## config.mk

```make
export PLATFORM = sky130hd
export DESIGN_NAME = gpu_cmd_dma
export DESIGN_NICKNAME = d
export VERILOG_FILES = /design/src/rtl/gpu_cmd_dma.sv
export SDC_FILE = /design/constraint.sdc
export NUM_CORES = 1
export LEC_CHECK = 0
export ABC_AREA = 1
export CAP_MARGIN = 10
export CORE_ASPECT_RATIO = 1.5
export CORE_MARGIN = 2
export CORE_UTILIZATION = 58
export CTS_BUF_LIST = sky130_fd_sc_hd__clkbuf_8 sky130_fd_sc_hd__clkbuf_16
export CTS_CLUSTER_DIAMETER = 100
export DETAILED_ROUTE_END_ITERATION = 8
export HOLD_SLACK_MARGIN = 0.12
export PLACE_DENSITY = 0.77
export SYNTH_ARGS = -nofsm -noshare
export SYNTH_HDL_FRONTEND = slang
export SYNTH_SLANG_ARGS = --single-unit
```

## constraint.sdc

```tcl
create_clock -name clk -period 3.93 [get_ports clk]
set_input_delay 1.179 -clock clk [delete_from_list [all_inputs] [get_ports clk]]
set_output_delay 1.179 -clock clk [all_outputs]
set_load 0.1 [all_outputs]
```

## src/rtl/gpu_cmd_dma.sv

```systemverilog
// rtl/gpu_cmd_dma.sv - command-list DMA from SDRAM into the GPU core command port
// Fetches two-word entries over a pipelined read master and replays each as one command write.
module gpu_cmd_dma #(
  parameter int FIFO_DEPTH = 16,
  parameter int CNT_WIDTH  = 16
) (
  input  logic        clk,
  input  logic        rst,
  input  logic [1:0]  slave_address,
  input  logic        slave_read_en,
  input  logic        slave_write_en,
  input  logic [31:0] slave_write_data,
  output logic [31:0] slave_read_data,
  output logic        slave_wait_request,
  output logic [31:0] rd_address,
  output logic        rd_read,
  input  logic [31:0] rd_read_data,
  input  logic        rd_read_data_valid,
  input  logic        rd_wait_request,
  output logic [7:0]  cmd_address,
  output logic        cmd_write,
  output logic [31:0] cmd_write_data,
  input  logic        cmd_wait_request,
  output logic        irq
);
  localparam int PW = $clog2(FIFO_DEPTH);
  localparam int UW = PW + 1;

  typedef enum logic {S_EMPTY, S_HOLD} state_t;

  state_t               r_state, w_state_next;
  logic [31:0]          r_base, r_ptr;
  logic [CNT_WIDTH-1:0] r_count, r_remaining;
  logic [CNT_WIDTH:0]   r_words_left;
  logic [UW-1:0]        r_outstanding, r_used;
  logic [PW-1:0]        r_wr_ptr, r_rd_ptr;
  logic [31:0]          r_mem [FIFO_DEPTH];
  logic                 r_busy, r_irq;
  logic [7:0]           r_cmd_address;
  logic [31:0]          r_cmd_data;

  logic        w_ctrl_wr, w_start, w_ack, w_rd_fire, w_push, w_cmd_accept, w_load, w_done;
  logic [UW:0] w_credit;
  logic [31:0] w_word0, w_word1;
  logic        w_unused;

  assign w_ctrl_wr    = slave_write_en && (slave_address == 2'd2);
  assign w_start      = w_ctrl_wr && slave_write_data[0] && !r_busy;
  assign w_ack        = w_ctrl_wr && slave_write_data[1];
  assign w_rd_fire    = rd_read && !rd_wait_request;
  // Returns with nothing outstanding are stale (e.g. issued before a reset) and are dropped.
  assign w_push       = rd_read_data_valid && (r_outstanding != '0);
  assign w_cmd_accept = cmd_write && !cmd_wait_request;
  assign w_done       = r_busy && (r_words_left == '0) &&
                        ((r_remaining == '0) || ((r_remaining == CNT_WIDTH'(1)) && w_cmd_accept));

  assign w_credit = (UW+1)'(r_used) + (UW+1)'(r_outstanding);
  assign rd_read  = (r_words_left != '0) && (w_credit < (UW+1)'(FIFO_DEPTH));

  assign rd_address         = r_ptr;
  assign cmd_write          = (r_state == S_HOLD);
  assign cmd_address        = r_cmd_address;
  assign cmd_write_data     = r_cmd_data;
  assign irq                = r_irq;
  assign slave_wait_request = 1'b0;

  assign w_word0  = r_mem[r_rd_ptr];
  assign w_word1  = r_mem[r_rd_ptr + PW'(1)];
  assign w_unused = ^{slave_read_en, w_word0[31:8]};

  always_comb begin
    slave_read_data = '0;
    case (slave_address)
      2'd0:    slave_read_data = r_base;
      2'd1:    slave_read_data = 32'(r_count);
      2'd2:    slave_read_data = {30'd0, r_irq, r_busy};
      default: slave_read_data = 32'(r_remaining);
    endcase
  end

  always_ff @(posedge clk) begin
    if (rst) begin
      r_base        <= '0;
      r_count       <= '0;
      r_ptr         <= '0;
      r_words_left  <= '0;
      r_remaining   <= '0;
      r_busy        <= 1'b0;
      r_irq         <= 1'b0;
      r_outstanding <= '0;
      r_used        <= '0;
      r_wr_ptr      <= '0;
      r_rd_ptr      <= '0;
    end else begin
      if (slave_write_en && (slave_address == 2'd0)) r_base <= {slave_write_data[31:2], 2'b00};
      if (slave_write_en && (slave_address == 2'd1)) r_count <= slave_write_data[CNT_WIDTH-1:0];
      if (w_start) begin
        r_ptr        <= r_base;
        r_words_left <= {r_count, 1'b0};
        r_remaining  <= r_count;
        r_busy       <= 1'b1;
      end else begin
        if (w_rd_fire) begin
          r_ptr        <= r_ptr + 32'd4;
          r_words_left <= r_words_left - (CNT_WIDTH+1)'(1);
        end
        if (w_cmd_accept) r_remaining <= r_remaining - CNT_WIDTH'(1);
        if (w_done) r_busy <= 1'b0;
      end
      if (w_done) r_irq <= 1'b1;
      else if (w_ack) r_irq <= 1'b0;
      r_outstanding <= r_outstanding + UW'(w_rd_fire) - UW'(w_push);
      r_used        <= r_used + UW'(w_push) - (w_load ? UW'(2) : UW'(0));
      if (w_push) r_wr_ptr <= r_wr_ptr + PW'(1);
      if (w_load) r_rd_ptr <= r_rd_ptr + PW'(2);
    end
  end

  always_ff @(posedge clk) begin
    if (w_push) r_mem[r_wr_ptr] <= rd_read_data;
  end

  always_ff @(posedge clk) begin
    if (rst) begin
      r_state       <= S_EMPTY;
      r_cmd_address <= '0;
      r_cmd_data    <= '0;
    end else begin
      r_state <= w_state_next;
      if (w_load) begin
        r_cmd_address <= w_word0[7:0];
        r_cmd_data    <= w_word1;
      end
    end
  end

  // An accepted entry is replaced in the same cycle when a full entry is already buffered.
  always_comb begin
    w_state_next = r_state;
    w_load       = 1'b0;
    case (r_state)
      S_EMPTY: begin
        if (r_used >= UW'(2)) begin
          w_load       = 1'b1;
          w_state_next = S_HOLD;
        end
      end
      default: begin
        if (!cmd_wait_request) begin
          if (r_used >= UW'(2)) w_load = 1'b1;
          else w_state_next = S_EMPTY;
        end
      end
    endcase
  end
endmodule

```

==> After elaboration in Yosys (flattened, before gate mapping) <==
Memory sizes are Yosys's and may differ from the RTL's. A register that Yosys moved wholly into a read port is not among the register bits.
Index checks and enable logic that the tools add are counted.
{ "word_totals": {"latch_bits": 0, "mem_count": 1, "word_cells": 76, "regBits": 132, "ram_bits": 512, "rom_bits": 0} }
{ "classes": {"n_lt_le_gt_ge": 2, "shifts": 0, "reduce_logical": 27, "eq_ne": 3, "n_mul": 0, "div_mod_pow": 0, "n_mux": 19, "n_bitwise": 0, "addsub": 11} }
{ "memory_table": {"columns": ["memory", "depth", "word_bits", "read_ports", "rd_ports_with_merged_regs", "write_ports", "line", "rtl"], "rows": [
  ["r_mem", 16, 32, 2, 2, 1, "37", "logic [31:0] r_mem [FIFO_DEPTH];"]
]} }
{ "op_table": {"columns": ["operator", "count"], "rows": [
  ["32-bit case mux with 3 select lines", 1],
  ["32-bit two-way mux", 2],
  ["17-bit two-way mux", 2],
  ["32-bit by 3-bit adder with 32-bit output (second input constant)", 1],
  ["16-bit two-way mux", 2],
  ["17-bit zero test", 1],
  ["17-bit nonzero test", 1],
  ["17-bit by 1-bit subtractor with 17-bit output (second input constant)", 1],
  ["16-bit by 1-bit == test with 1-bit output (second input constant)", 1],
  ["16-bit zero test", 1],
  ["16-bit by 1-bit subtractor with 16-bit output (second input constant)", 1],
  ["1-bit logical AND", 13],
  ["1-bit two-way mux", 11],
  ["5-bit by 1-bit adder with 5-bit output", 2],
  ["4-bit by 1-bit adder with 4-bit output (second input constant)", 2],
  ["2-bit nonzero test", 4],
  ["5-bit by 5-bit adder with 6-bit output", 1],
  ["6-bit by 5-bit less-than comparator with 1-bit output (second input constant)", 1],
  ["5-bit by 2-bit >= comparator with 1-bit output (second input constant)", 1],
  ["5-bit nonzero test", 1],
  ["5-bit by 1-bit subtractor with 5-bit output", 1],
  ["5-bit by 2-bit subtractor with 5-bit output", 1],
  ["4-bit by 2-bit adder with 4-bit output (second input constant)", 1],
  ["1-bit zero test", 3],
  ["other kinds (6)", 6]
]} }

==> Longest topological paths before layout <==
{ "logic_depth": {"ltp_word": 7, "depth_mapped": 17, "mapped_depth_nobuf": 16} }

==> Worst setup path after synthesis <==
No wires, ideal clock.
{ "synth_timing": {"path_kind": "input-to-output", "from": "input port slave_address[1]", "to": "output port slave_read_data[10]", "path_stages": 4, "n_path_buf": 1, "path_slack_ns": -0.702, "arrival_ns": 3.453, "t_required_ns": 2.751, "cell_sequence": "nor2_1 -> clkinv_1 -> clkbuf_1 -> o221ai_1"} }
{ "synth_via": {"elab_chain_len": 2, "word_cells_on_any_way": 4, "cone_classes": "eq/ne (2); mux (1); reduce/logical (1)"} }
{ "synth_lines": {"columns": ["item", "line", "rtl"], "rows": [
  ["start: declaration", "9", "input logic [1:0] slave_address,"],
  ["2-bit == test, or another cell as far along", "73", "case (slave_address)"],
  ["32-bit case mux with 3 select lines *", "73", null],
  ["end: declaration", "13", "output logic [31:0] slave_read_data,"]
]} }
Every way passes the cells marked *; elsewhere a longest branch is shown, timed or not.

==> Worst setup path after layout <==
{ "layout_timing": {"from": "input port slave_address[1]", "to": "output port slave_read_data[7]"} }
The elaborated chain is that of the path after synthesis.

==> impl_results.md <==
* Non-filler cells, final at 2,840
* Vias at 16,658
* Final Setup Violations at 0
* Critical Path AT at 2.66 ns
* DRC at 0
* Largest net degree at the start of global routing at 107
* Combinational Power Share at 37.1%
* Ratio of cells with drive above 1 in the final layout at 11.2%
* Die height at 237 microns
* Peak VDD IR at 0.000652 V
* CTS tree: built
* Total Routing Usage GR at 28.3%
* Clock Skews at 0.0167 ns
* Hold depth at 2
* Clock latency at the later pin of the worst-skew pair at 0.56 ns
* CTS Buf Count at 45
* Post-DP Area at 23,600 sq um
* Internal power at 0.0100 W
* Crit path launch type: input port
* DR vias/cell at 5.87
* Avg Inst Size Synth at 9.60 sq um
* Chip width at 159 microns
* Die ar. at 37,700 sq um
* Crit-path max FO at 9
* Hold bufs inserted after CTS at 0
* Pleak at 9.26 nW
* Status: completed
* Fin area at 25,100 sq um
* Slew @ Worst Pin at 1.04 ns
* Clock slew at reported path FFs at 0.07 ns
* Tmin final at 3.84 ns
* Mapped Cells at 2,184
* Max-slew violations at 0
* First-pass GRT wire length at 85.2 mm
* Final ANT Viol Nets at 0
* Max_cap viols at 0
* Share of the yosys chip area belonging to registers at 61.9%
* Dpl hpwl at 33.7 mm
* H-tree depth at 2
* R2r startpoint: r_rd_ptr[1]
* Seq pwr share at 37.5%
* Synth Flop Type: edfxtp_1
* Iter 0 DRT Violations at 1,289
* Final hold violations at 0
* Sw Ratio at 40.4%
* Crit. End Element: output port
* Clock share of power at 25.4%
* CORE AREA at 35,700 sq um
* Placed insts at 2,755
* R2R depth at 5
* Min Hold Slack at 0.485 ns
* Top Ports at 181
* CTS Sinks at 489
* Cell variety after synth at 35
* Worst Setup SP: slave_address[1]
* Std cell rows at 85
* Hold_sp: r_count[3]
* Routed len/inst at 19.3 microns
* Net load switching power at 0.00681 W
* Max-slew headroom at 30.4%
* IO Port Bufs at 176
* First-pass DRT Iterations at 6
* Post-Route WL at 54.9 mm
* Mapped Area at 21,000 sq um
* TNS Setup at 0 ns
* Yosys reg bits at 489
* Clock Path Buffers at 3
* Vias in the first global route at 16,355
* Gpl congestion at 0.942
* Synth async-reset ratio at 0%
* Max Clk Rate at 0.261 GHz
* Final worst path period share at 97.6%
* Fin nets at 2,426
* RSZ-0062 raised after global routing: no
* Pwr dens at 671 nW/um^2
* Crit Path Class: in -> out
* YS warnings at 0
* Core Util, Final at 70.3%
* Critical Path RT at 2.75 ns
* Clock Root Buffer: clkbuf_16
* Remaining Overflow, GRT at 0
* Hold Path Class: reg -> reg
* Post-synth EDFFs at 320
* Initial antenna violation count at 1
* Initial Utilization at 58.7%
* Area growth, synth to finish at 19.7%
## path summary, 6_finish.rpt
kind,end,slack (ns)
setup / recovery,slave_read_data[7],0.09
hold / removal,r_count[3],0.48
setup reg to reg,cmd_write_data[8],1.33
hold reg to reg,r_count[3],0.48
## synthesized netlist by cell type (2+ instances only)
| master | instances | area share [%] |
|---|---|---|
| buf_4 | 14 | 0.50 |
| clkbuf_1 | 91 | 1.6 |
| edfxtp_1 | 320 | 46 |
| xnor2_1 | 8 | 0.33 |
| nand2_1 | 419 | 7.5 |
| o211ai_1 | 3 | 0.11 |
| a31oi_1 | 50 | 1.5 |
| o21ai_0 | 272 | 6.5 |
| clkinv_1 | 3 | 0.054 |
| nand3_1 | 83 | 2.0 |
| nand3b_1 | 14 | 0.50 |
| nor3_1 | 6 | 0.14 |
| nand4_1 | 14 | 0.42 |
| o221ai_1 | 15 | 0.63 |
| dfxtp_1 | 169 | 16 |
| a21oi_1 | 94 | 2.2 |
| o22ai_1 | 81 | 2.4 |
| inv_1 | 115 | 2.1 |
| inv_2 | 3 | 0.054 |
| buf_1 | 8 | 0.14 |
| buf_2 | 13 | 0.31 |
| a21o_1 | 2 | 0.072 |
| ha_1 | 28 | 1.7 |
| nor2_1 | 322 | 5.8 |
| or2_2 | 4 | 0.12 |
| xor2_1 | 24 | 1.0 |
## worst max-delay path, stage by stage
cell and delay [ns]:
clkdlybuf4s50_1 0.64, nand2_1 0.11, buf_4 0.20, inv_1 0.09, nand2_1 0.06, o211ai_1 0.15, buf_12 0.22
## layout by cell type, fill, tap and decap left out, types with 9 or more instances in the layout
master           count
a21oi_1             94
a31oi_1             50
buf_12              45
buf_4               91
clkbuf_16           46
clkbuf_8            10
clkdlybuf4s50_1     79
dfxtp_1            166
edfxtp_1           320
ha_1                28
inv_1              127
nand2_1            419
nand3_1             83
nand3b_1            14
nand4_1             14
nor2_1             296
nor2_2              17
nor2_4               9
o21ai_0            272
o221ai_2            15
o22ai_1             81
xor2_1              24
## per-stage QoR
| step | setup slack [ns] | total power, W |
|---|---|---|
| detailed placement | 0.0679 | 0.0126 |
| global placement | 0.0935 | 0.0124 |
| finish | 0.0935 | 0.0169 |
| global route | 0.00550 | 0.0177 |
| floorplan | -0.560 | 0.0110 |
| CTS | 0.0505 | 0.0169 |
## flip-flops by register name, indices dropped and copies added (netlist names)
| signal | count |
|---|---|
| r_outstanding | 5 |
| rd_address | 30 |
| r_remaining | 16 |
| r_count | 16 |
| r_busy | 1 |
| r_rd_ptr | 3 |
| r_base | 30 |
| cmd_address | 8 |
| r_wr_ptr | 4 |
| cmd_write_data | 32 |
| r_used | 5 |
| irq | 1 |
| r_words_left | 17 |
| cmd_write | 1 |
| r_mem | 320 |
## area by class of cell
type	instances	area [sq um]
antenna	1	2.50
inverter	121	462
clock buffer	56	1290
sequential	489	13000
fill	2670	10600
tap	478	598
clock inverter	28	178
timing repair buffer	217	2390
multi-input combinational	1450	7200
## kinds of logic after synthesis
group,count (synthesis),share of synthesized area (%)
xor+xnor,32,1.34
compound gates,522,13.6
buf+inv,247,4.75
simple gates,864,16.6
other cells,1,0.0179
flops,489,61.9
fa+ha+maj,29,1.77
## per-layer routing
| layer | global-route usage (%) | vias to the layer above | share of wire [%] | wire length (microns) |
|---|---|---|---|---|
| met4 | 12.4 | 0 | 3.5 | 1940 |
| met3 | 3.73 | 123 | 6.8 | 3750 |
| met2 | 52.3 | 720 | 53 | 28800 |
| li1 | - | 7829 | - | - |
| met5 | 0 | - | 0 | 0 |
| met1 | 32.7 | 7986 | 37 | 20400 |
## what timing repair did
| action | in CTS | in global routing |
|---|---|---|
| resized for setup | 0 | 11 |
| endpoints found under the hold margin | 0 | 0 |
| endpoints found under the setup margin | 0 | 12 |
| setup buffers | 0 | 0 |
## power by group through the flow
| stage | combinational, W | clock [W] | sequential [W] |
|---|---|---|---|
| after floorplan | 0.00353 | 0 | 0.00747 |
| after global placement | 0.00596 | 0 | 0.00641 |
| after detailed placement | 0.00617 | 0 | 0.00642 |
| after CTS | 0.00621 | 0.00432 | 0.00632 |
| after global routing | 0.00680 | 0.00454 | 0.00637 |
| final | 0.00625 | 0.00427 | 0.00633 |
Power figures use the tool's default switching activity.
